===== src/rtl/glitc_trigger_pkg.sv =====
// rtl/glitc_trigger_pkg.sv - shared constants and types for the GLITC trigger holdoff block
package glitc_trigger_pkg;

    localparam logic [1:0] ADDR_CFG    = 2'd0;
    localparam logic [1:0] ADDR_STATUS = 2'd1;
    localparam logic [1:0] ADDR_VETO0  = 2'd2;
    localparam logic [1:0] ADDR_VETO1  = 2'd3;

    localparam int CFG_WIDTH_LSB   = 0;
    localparam int CFG_HOLDOFF_LSB = 8;
    localparam int CFG_MASK_LSB    = 16;

    typedef enum logic [1:0] {
        IDLE    = 2'd0,
        PULSE   = 2'd1,
        HOLDOFF = 2'd2
    } chan_state_t;

endpackage


===== src/rtl/glitc_trigger_holdoff_chan.sv =====
// rtl/glitc_trigger_holdoff_chan.sv - one trigger channel: edge detect, pulse/holdoff FSM, veto counter
import glitc_trigger_pkg::*;

module glitc_trigger_holdoff_chan #(
    parameter int WIDTH_BITS   = 4,
    parameter int HOLDOFF_BITS = 8,
    parameter int VETO_BITS    = 16
) (
    input  logic                    clk,
    input  logic                    rst_n,
    input  logic                    trig,
    input  logic                    mask,
    input  logic [WIDTH_BITS-1:0]   width,
    input  logic [HOLDOFF_BITS-1:0] holdoff,
    input  logic                    veto_clr,
    output logic                    pulse,
    output logic                    busy,
    output logic [VETO_BITS-1:0]    veto_cnt
);

    chan_state_t             state;
    logic                    trig_q;
    logic                    trig_edge;
    logic                    veto_hit;
    logic [WIDTH_BITS-1:0]   pcnt;
    logic [HOLDOFF_BITS-1:0] hcnt;
    logic [HOLDOFF_BITS-1:0] hcnt_load;

    assign trig_edge = trig & ~trig_q;
    assign veto_hit  = trig_edge & ~mask & (state != IDLE);

    always_ff @(posedge clk or negedge rst_n) begin
        if (!rst_n) begin
            trig_q <= 1'b0;
        end else begin
            trig_q <= trig;
        end
    end

    // pulse/busy are registered alongside the state so they track it exactly
    always_ff @(posedge clk or negedge rst_n) begin
        if (!rst_n) begin
            state     <= IDLE;
            pcnt      <= '0;
            hcnt      <= '0;
            hcnt_load <= '0;
            pulse     <= 1'b0;
            busy      <= 1'b0;
        end else if (mask) begin
            state <= IDLE;
            pulse <= 1'b0;
            busy  <= 1'b0;
        end else begin
            case (state)
                IDLE: begin
                    if (trig_edge) begin
                        state     <= PULSE;
                        pcnt      <= (width == '0) ? WIDTH_BITS'(1) : width;
                        hcnt_load <= holdoff;
                        pulse     <= 1'b1;
                        busy      <= 1'b1;
                    end
                end
                PULSE: begin
                    if (pcnt == WIDTH_BITS'(1)) begin
                        pulse <= 1'b0;
                        if (hcnt_load != '0) begin
                            state <= HOLDOFF;
                            hcnt  <= hcnt_load;
                        end else begin
                            state <= IDLE;
                            busy  <= 1'b0;
                        end
                    end else begin
                        pcnt <= pcnt - WIDTH_BITS'(1);
                    end
                end
                HOLDOFF: begin
                    if (hcnt == HOLDOFF_BITS'(1)) begin
                        state <= IDLE;
                        busy  <= 1'b0;
                    end else begin
                        hcnt <= hcnt - HOLDOFF_BITS'(1);
                    end
                end
                default: begin
                    state <= IDLE;
                    pulse <= 1'b0;
                    busy  <= 1'b0;
                end
            endcase
        end
    end

    // a clear in the same cycle as a veto wins; the counter sticks at all-ones
    always_ff @(posedge clk or negedge rst_n) begin
        if (!rst_n) begin
            veto_cnt <= '0;
        end else if (veto_clr) begin
            veto_cnt <= '0;
        end else if (veto_hit && (veto_cnt != '1)) begin
            veto_cnt <= veto_cnt + VETO_BITS'(1);
        end
    end

endmodule


===== src/rtl/glitc_trigger_holdoff.sv =====
// rtl/glitc_trigger_holdoff.sv - two-channel trigger stretcher with holdoff and veto counters
import glitc_trigger_pkg::*;

module glitc_trigger_holdoff #(
    parameter int WIDTH_BITS   = 4,
    parameter int HOLDOFF_BITS = 8,
    parameter int VETO_BITS    = 16
) (
    input  logic        clk_i,
    input  logic        rst_n_i,
    input  logic [1:0]  trig_i,
    output logic [1:0]  trig_o,
    output logic [1:0]  busy_o,
    input  logic        reg_wr_i,
    input  logic [1:0]  reg_addr_i,
    input  logic [31:0] reg_dat_i,
    output logic [31:0] reg_dat_o
);

    logic [WIDTH_BITS-1:0]   cfg_width;
    logic [HOLDOFF_BITS-1:0] cfg_holdoff;
    logic [1:0]              cfg_mask;
    logic [1:0]              veto_clr;
    logic [VETO_BITS-1:0]    veto0;
    logic [VETO_BITS-1:0]    veto1;
    logic                    unused_dat;

    assign unused_dat = ^reg_dat_i;
    assign veto_clr[0] = reg_wr_i && (reg_addr_i == ADDR_VETO0);
    assign veto_clr[1] = reg_wr_i && (reg_addr_i == ADDR_VETO1);

    always_ff @(posedge clk_i or negedge rst_n_i) begin
        if (!rst_n_i) begin
            cfg_width   <= WIDTH_BITS'(1);
            cfg_holdoff <= HOLDOFF_BITS'(16);
            cfg_mask    <= 2'b11;
        end else if (reg_wr_i && (reg_addr_i == ADDR_CFG)) begin
            cfg_width   <= reg_dat_i[CFG_WIDTH_LSB +: WIDTH_BITS];
            cfg_holdoff <= reg_dat_i[CFG_HOLDOFF_LSB +: HOLDOFF_BITS];
            cfg_mask    <= reg_dat_i[CFG_MASK_LSB +: 2];
        end
    end

    always_comb begin
        reg_dat_o = '0;
        case (reg_addr_i)
            ADDR_CFG: begin
                reg_dat_o[CFG_WIDTH_LSB +: WIDTH_BITS]     = cfg_width;
                reg_dat_o[CFG_HOLDOFF_LSB +: HOLDOFF_BITS] = cfg_holdoff;
                reg_dat_o[CFG_MASK_LSB +: 2]               = cfg_mask;
            end
            ADDR_STATUS: reg_dat_o[1:0]           = busy_o;
            ADDR_VETO0:  reg_dat_o[VETO_BITS-1:0] = veto0;
            default:     reg_dat_o[VETO_BITS-1:0] = veto1;
        endcase
    end

    glitc_trigger_holdoff_chan #(
        .WIDTH_BITS  (WIDTH_BITS),
        .HOLDOFF_BITS(HOLDOFF_BITS),
        .VETO_BITS   (VETO_BITS)
    ) u_chan0 (
        .clk     (clk_i),
        .rst_n   (rst_n_i),
        .trig    (trig_i[0]),
        .mask    (cfg_mask[0]),
        .width   (cfg_width),
        .holdoff (cfg_holdoff),
        .veto_clr(veto_clr[0]),
        .pulse   (trig_o[0]),
        .busy    (busy_o[0]),
        .veto_cnt(veto0)
    );

    glitc_trigger_holdoff_chan #(
        .WIDTH_BITS  (WIDTH_BITS),
        .HOLDOFF_BITS(HOLDOFF_BITS),
        .VETO_BITS   (VETO_BITS)
    ) u_chan1 (
        .clk     (clk_i),
        .rst_n   (rst_n_i),
        .trig    (trig_i[1]),
        .mask    (cfg_mask[1]),
        .width   (cfg_width),
        .holdoff (cfg_holdoff),
        .veto_clr(veto_clr[1]),
        .pulse   (trig_o[1]),
        .busy    (busy_o[1]),
        .veto_cnt(veto1)
    );

endmodule


===== config.mk =====
export PLATFORM = sky130hd
export DESIGN_NAME = glitc_trigger_holdoff
export DESIGN_NICKNAME = d
export VERILOG_FILES = /design/src/rtl/glitc_trigger_pkg.sv /design/src/rtl/glitc_trigger_holdoff_chan.sv /design/src/rtl/glitc_trigger_holdoff.sv
export SDC_FILE = /design/constraint.sdc
export NUM_CORES = 1
export LEC_CHECK = 0
export CAP_MARGIN = 0
export CORE_MARGIN = 3
export CORE_UTILIZATION = 30
export CTS_BUF_LIST = sky130_fd_sc_hd__clkbuf_4 sky130_fd_sc_hd__clkbuf_8
export DETAILED_ROUTE_END_ITERATION = 16
export GPL_TIMING_DRIVEN = 0
export PLACE_DENSITY_LB_ADDON = 0.08
export RECOVER_POWER = 100
export SLEW_MARGIN = 20
export SYNTH_ARGS = -nofsm -noshare
export SYNTH_HDL_FRONTEND = slang
export SYNTH_SLANG_ARGS = --single-unit

===== constraint.sdc =====
create_clock -name clk_i -period 3 [get_ports clk_i]
set_clock_uncertainty 0.2 [all_clocks]
set_input_delay 0.6 -clock clk_i [delete_from_list [all_inputs] [get_ports clk_i]]
set_output_delay 0.6 -clock clk_i [all_outputs]
set_load 0.05 [all_outputs]

==> results.sh <==
export IMPL_rows=48
export IMPL_ys_ff_latch=96
export IMPL_ys_seq_area_frac=0.450
export IMPL_grtUsageMet2=0.246
export IMPL_ant_nets=0
export IMPL_globalRoute_busiestLayer="met2"
export IMPL_p_leak_nw=2.65
export IMPL_drc=0
export IMPL_diodes=0
export IMPL_period_minus_slack_ps=2920
export IMPL_crit_type="input port to primary output"
export IMPL_drive_above_1_share=0.188
export IMPL_initial_core_util=0.308
export IMPL_drv_slew=0
export IMPL_grt_max_degree=50
export IMPL_synthFlopType="dfrtp_1"
export IMPL_synth_edff_count=0
export IMPL_rsz0062_at_grt="false"
export IMPL_synth_async_reset_ratio=1.00
export IMPL_synth_top_cell_area_share=0.431
export IMPL_overflow=0
export IMPL_holdCritStartpoint="u_chan0.hcnt[6]"
export IMPL_io_pins=75
export IMPL_drv_cap=0
export IMPL_synth_area_leaders="dfrtp_1 43%, mux2_2 8.4%, o21ai_0 3.7%"
export IMPL_finalNonFillerCells=846
export IMPL_design_core_area_sq_um=17400
export IMPL_cts_buffer_depth=2
export IMPL_drt_wl_total_um=15000
export IMPL_clk_latency_ps=390
export IMPL_grt_use_total=0.156
export IMPL_dieArea_sq_um=19500
export IMPL_netlist_instances=546
export IMPL_crit_required_ps=2200
export IMPL_clk_pin_slew_ps=90
export IMPL_syn_area_sq_um=5350
export IMPL_worstHoldPathCells=1
export IMPL_final_area_sq_um=6290
export IMPL_syn2layout_area_growth_pct=17.7
export IMPL_drt_pre_antenna_iters=5
export IMPL_ir_drop_v=0.000306
export IMPL_fmax_mhz=342
export IMPL_drt_iter0_drc=264
export IMPL_antenna_found_initial=0
export IMPL_worst_r2r_setup_slack_ps=430
export IMPL_end_kind="primary output"
export IMPL_hold_end="u_chan0.hcnt[6]"
export IMPL_h_tree_depth=3
export IMPL_viasPerCell=5.04
export IMPL_layout_nets=665
export IMPL_crit_arrival_ps=2120
export IMPL_hp_class="register to register"
export IMPL_avgSynthCellArea_sq_um=9.79
export IMPL_use_met1=0.222
export IMPL_finalCritPeriodShare=0.974
export IMPL_mostFrequentLayoutCells="92 x dfrtp_1, 46 x nor2_1, 42 x nand2_1"
export IMPL_start_kind="input port"
export IMPL_gp_congestion=0.800
export IMPL_placed_area_sq_um=6130
export IMPL_timing_rr_start="u_chan0.veto_cnt[0]"
export IMPL_vias=4263
export IMPL_grtUsageMet3=0.0234
export IMPL_die_width_um=140
export IMPL_cts_buffers=9
export IMPL_finalSetupViolations=0
export IMPL_tightest_slew_ps=1370
export IMPL_ff2ff_path_depth=6
export IMPL_die_y_um=140
export IMPL_io_buffers=42
export IMPL_grt_pass1_vias=4238
export IMPL_grt_pass1_wl_um=24000
export IMPL_power_density_nw_per_um2=711
export IMPL_final_common_cell="dfrtp_1"
export IMPL_hpwl_um=11000
export IMPL_status="completed"
export IMPL_cts_sinks=96
export IMPL_placed_cells_incl_taps=827
export IMPL_cts_root_buf="clkbuf_8"
export IMPL_synth_warnings=0
export IMPL_relSlewSlack=0.0876
export IMPL_cts_tree="yes"
export IMPL_yosysTopAreaCell="dfrtp_1"
export IMPL_finalHoldViolCount=0
export IMPL_r2r_end="u_chan0.veto_cnt[11]"
export IMPL_worstPathMaxFanout=10
export IMPL_routedWlPerCell_um=17.7
export IMPL_synth_cell_types=64
==> metal layers <==
layer / part of all wire / up-vias
met5: 0 / -
met4: 0.013 / 0
met3: 0.029 / 12
met2: 0.47 / 69
met1: 0.49 / 2091
li1: - / 2091
==> area by class of cell <==
class | instances | area (sq um)
fill | 1779 | 11100
clock buffer | 10 | 138
multi-input combinational | 408 | 2680
tap | 225 | 282
sequential | 96 | 2410
inverter | 13 | 48.8
buffer | 42 | 274
timing repair buffer | 46 | 408
clock inverter | 6 | 58.8
==> kinds of logic (layout without fill, tap and decap cells) <==
kind of cell / after synthesis / after routing / share of synthesized area
AO/OA/AOI/OAI: 112 / 112 / 0.136
XOR/XNOR: 19 / 19 / 0.0311
adder cells (fa/ha/maj): 10 / 10 / 0.0234
buffers and inverters: 55 / 117 / 0.0545
flip-flops: 96 / 96 / 0.450
multiplexers: 48 / 48 / 0.104
other: 1 / 14 / 0.000701
AND/OR/NAND/NOR: 205 / 205 / 0.200
==> synthesized netlist by cell type, types with 7 or more instances <==
| master | instances |
|---|---|
| nor4_1 | 10 |
| nand2_1 | 42 |
| nand4_1 | 11 |
| nor3_1 | 21 |
| mux2_2 | 40 |
| nor3b_1 | 7 |
| or4_1 | 9 |
| ha_1 | 10 |
| clkbuf_1 | 18 |
| dfrtp_1 | 92 |
| nor2b_1 | 9 |
| a22o_1 | 14 |
| o21ai_0 | 40 |
| nand3_1 | 15 |
| a21oi_1 | 23 |
| inv_1 | 12 |
| xnor2_1 | 18 |
| nand2b_1 | 9 |
| nor2_1 | 47 |
| buf_4 | 18 |
==> power by group <==
group | total (W) | switching (W) | internal [W] | leakage, nW
combinational | 0.00152 | 0.000868 | 0.000651 | 1.33
clock | 0.000894 | 0.000490 | 0.000405 | 0.106
sequential | 0.00206 | 0.000410 | 0.00165 | 1.22
total | 0.00448 | 0.00177 | 0.00271 | 2.65
==> registers in the layout, indices dropped and copies added, names as in the netlist <==
name and cells:
cfg_holdoff 8, cfg_mask 2, cfg_width 4, u_chan0.busy 1, u_chan0.hcnt 8, u_chan0.hcnt_load 8, u_chan0.pcnt 4, u_chan0.pulse 1
u_chan0.state 2, u_chan0.trig_q 1, u_chan0.veto_cnt 16, u_chan1.busy 1, u_chan1.hcnt 8, u_chan1.hcnt_load 8, u_chan1.pcnt 4, u_chan1.pulse 1
u_chan1.state 2, u_chan1.trig_q 1, u_chan1.veto_cnt 16
==> critical path: stages <==
cell,delay [ps]
clkdlybuf4s50_1,490
buf_2,240
mux4_2,550
buf_2,230
==> repair_timing <==
| item | CTS | global route |
|---|---|---|
| buffers inserted | 1 | 0 |
| gates cloned | 1 | 0 |
| endpoints found under the setup margin | 18 | 12 |
| hold buffers | 1 | 0 |
| gates resized for setup | 95 | 9 |
| hold endpoints to repair | 47 | 0 |
==> stage by stage <==
| step | TNS, ps | power (W) | setup WS [ps] | hold WS, ps | util |
|---|---|---|---|---|---|
| after floorplan | 0 | 0.00310 | 38.6 | 104 | - |
| after global routing | 0 | 0.00479 | 15.6 | 346 | 0.363 |
| final | 0 | 0.00448 | 78.8 | 316 | 0.363 |
| after detailed placement | -22950 | 0.00364 | -1330 | 293 | 0.353 |
| after global placement | -296950 | 0.00361 | -2910 | 299 | 0.351 |
| after CTS | 0 | 0.00455 | 6.19 | 321 | 0.366 |
==> worst max-delay path by stage <==
stage,start,to,cells after the start
finish,reg_addr_i[1],reg_dat_o[1],4
global route,reg_addr_i[1],reg_dat_o[1],4
CTS,reg_addr_i[1],reg_dat_o[7],5
detailed placement,reg_addr_i[0],reg_dat_o[12],6
global placement,rst_n_i,u_chan0.hcnt[2],1
floorplan,reg_addr_i[0],reg_dat_o[4],4
No activity file was read; power rests on OpenSTA's default activity.
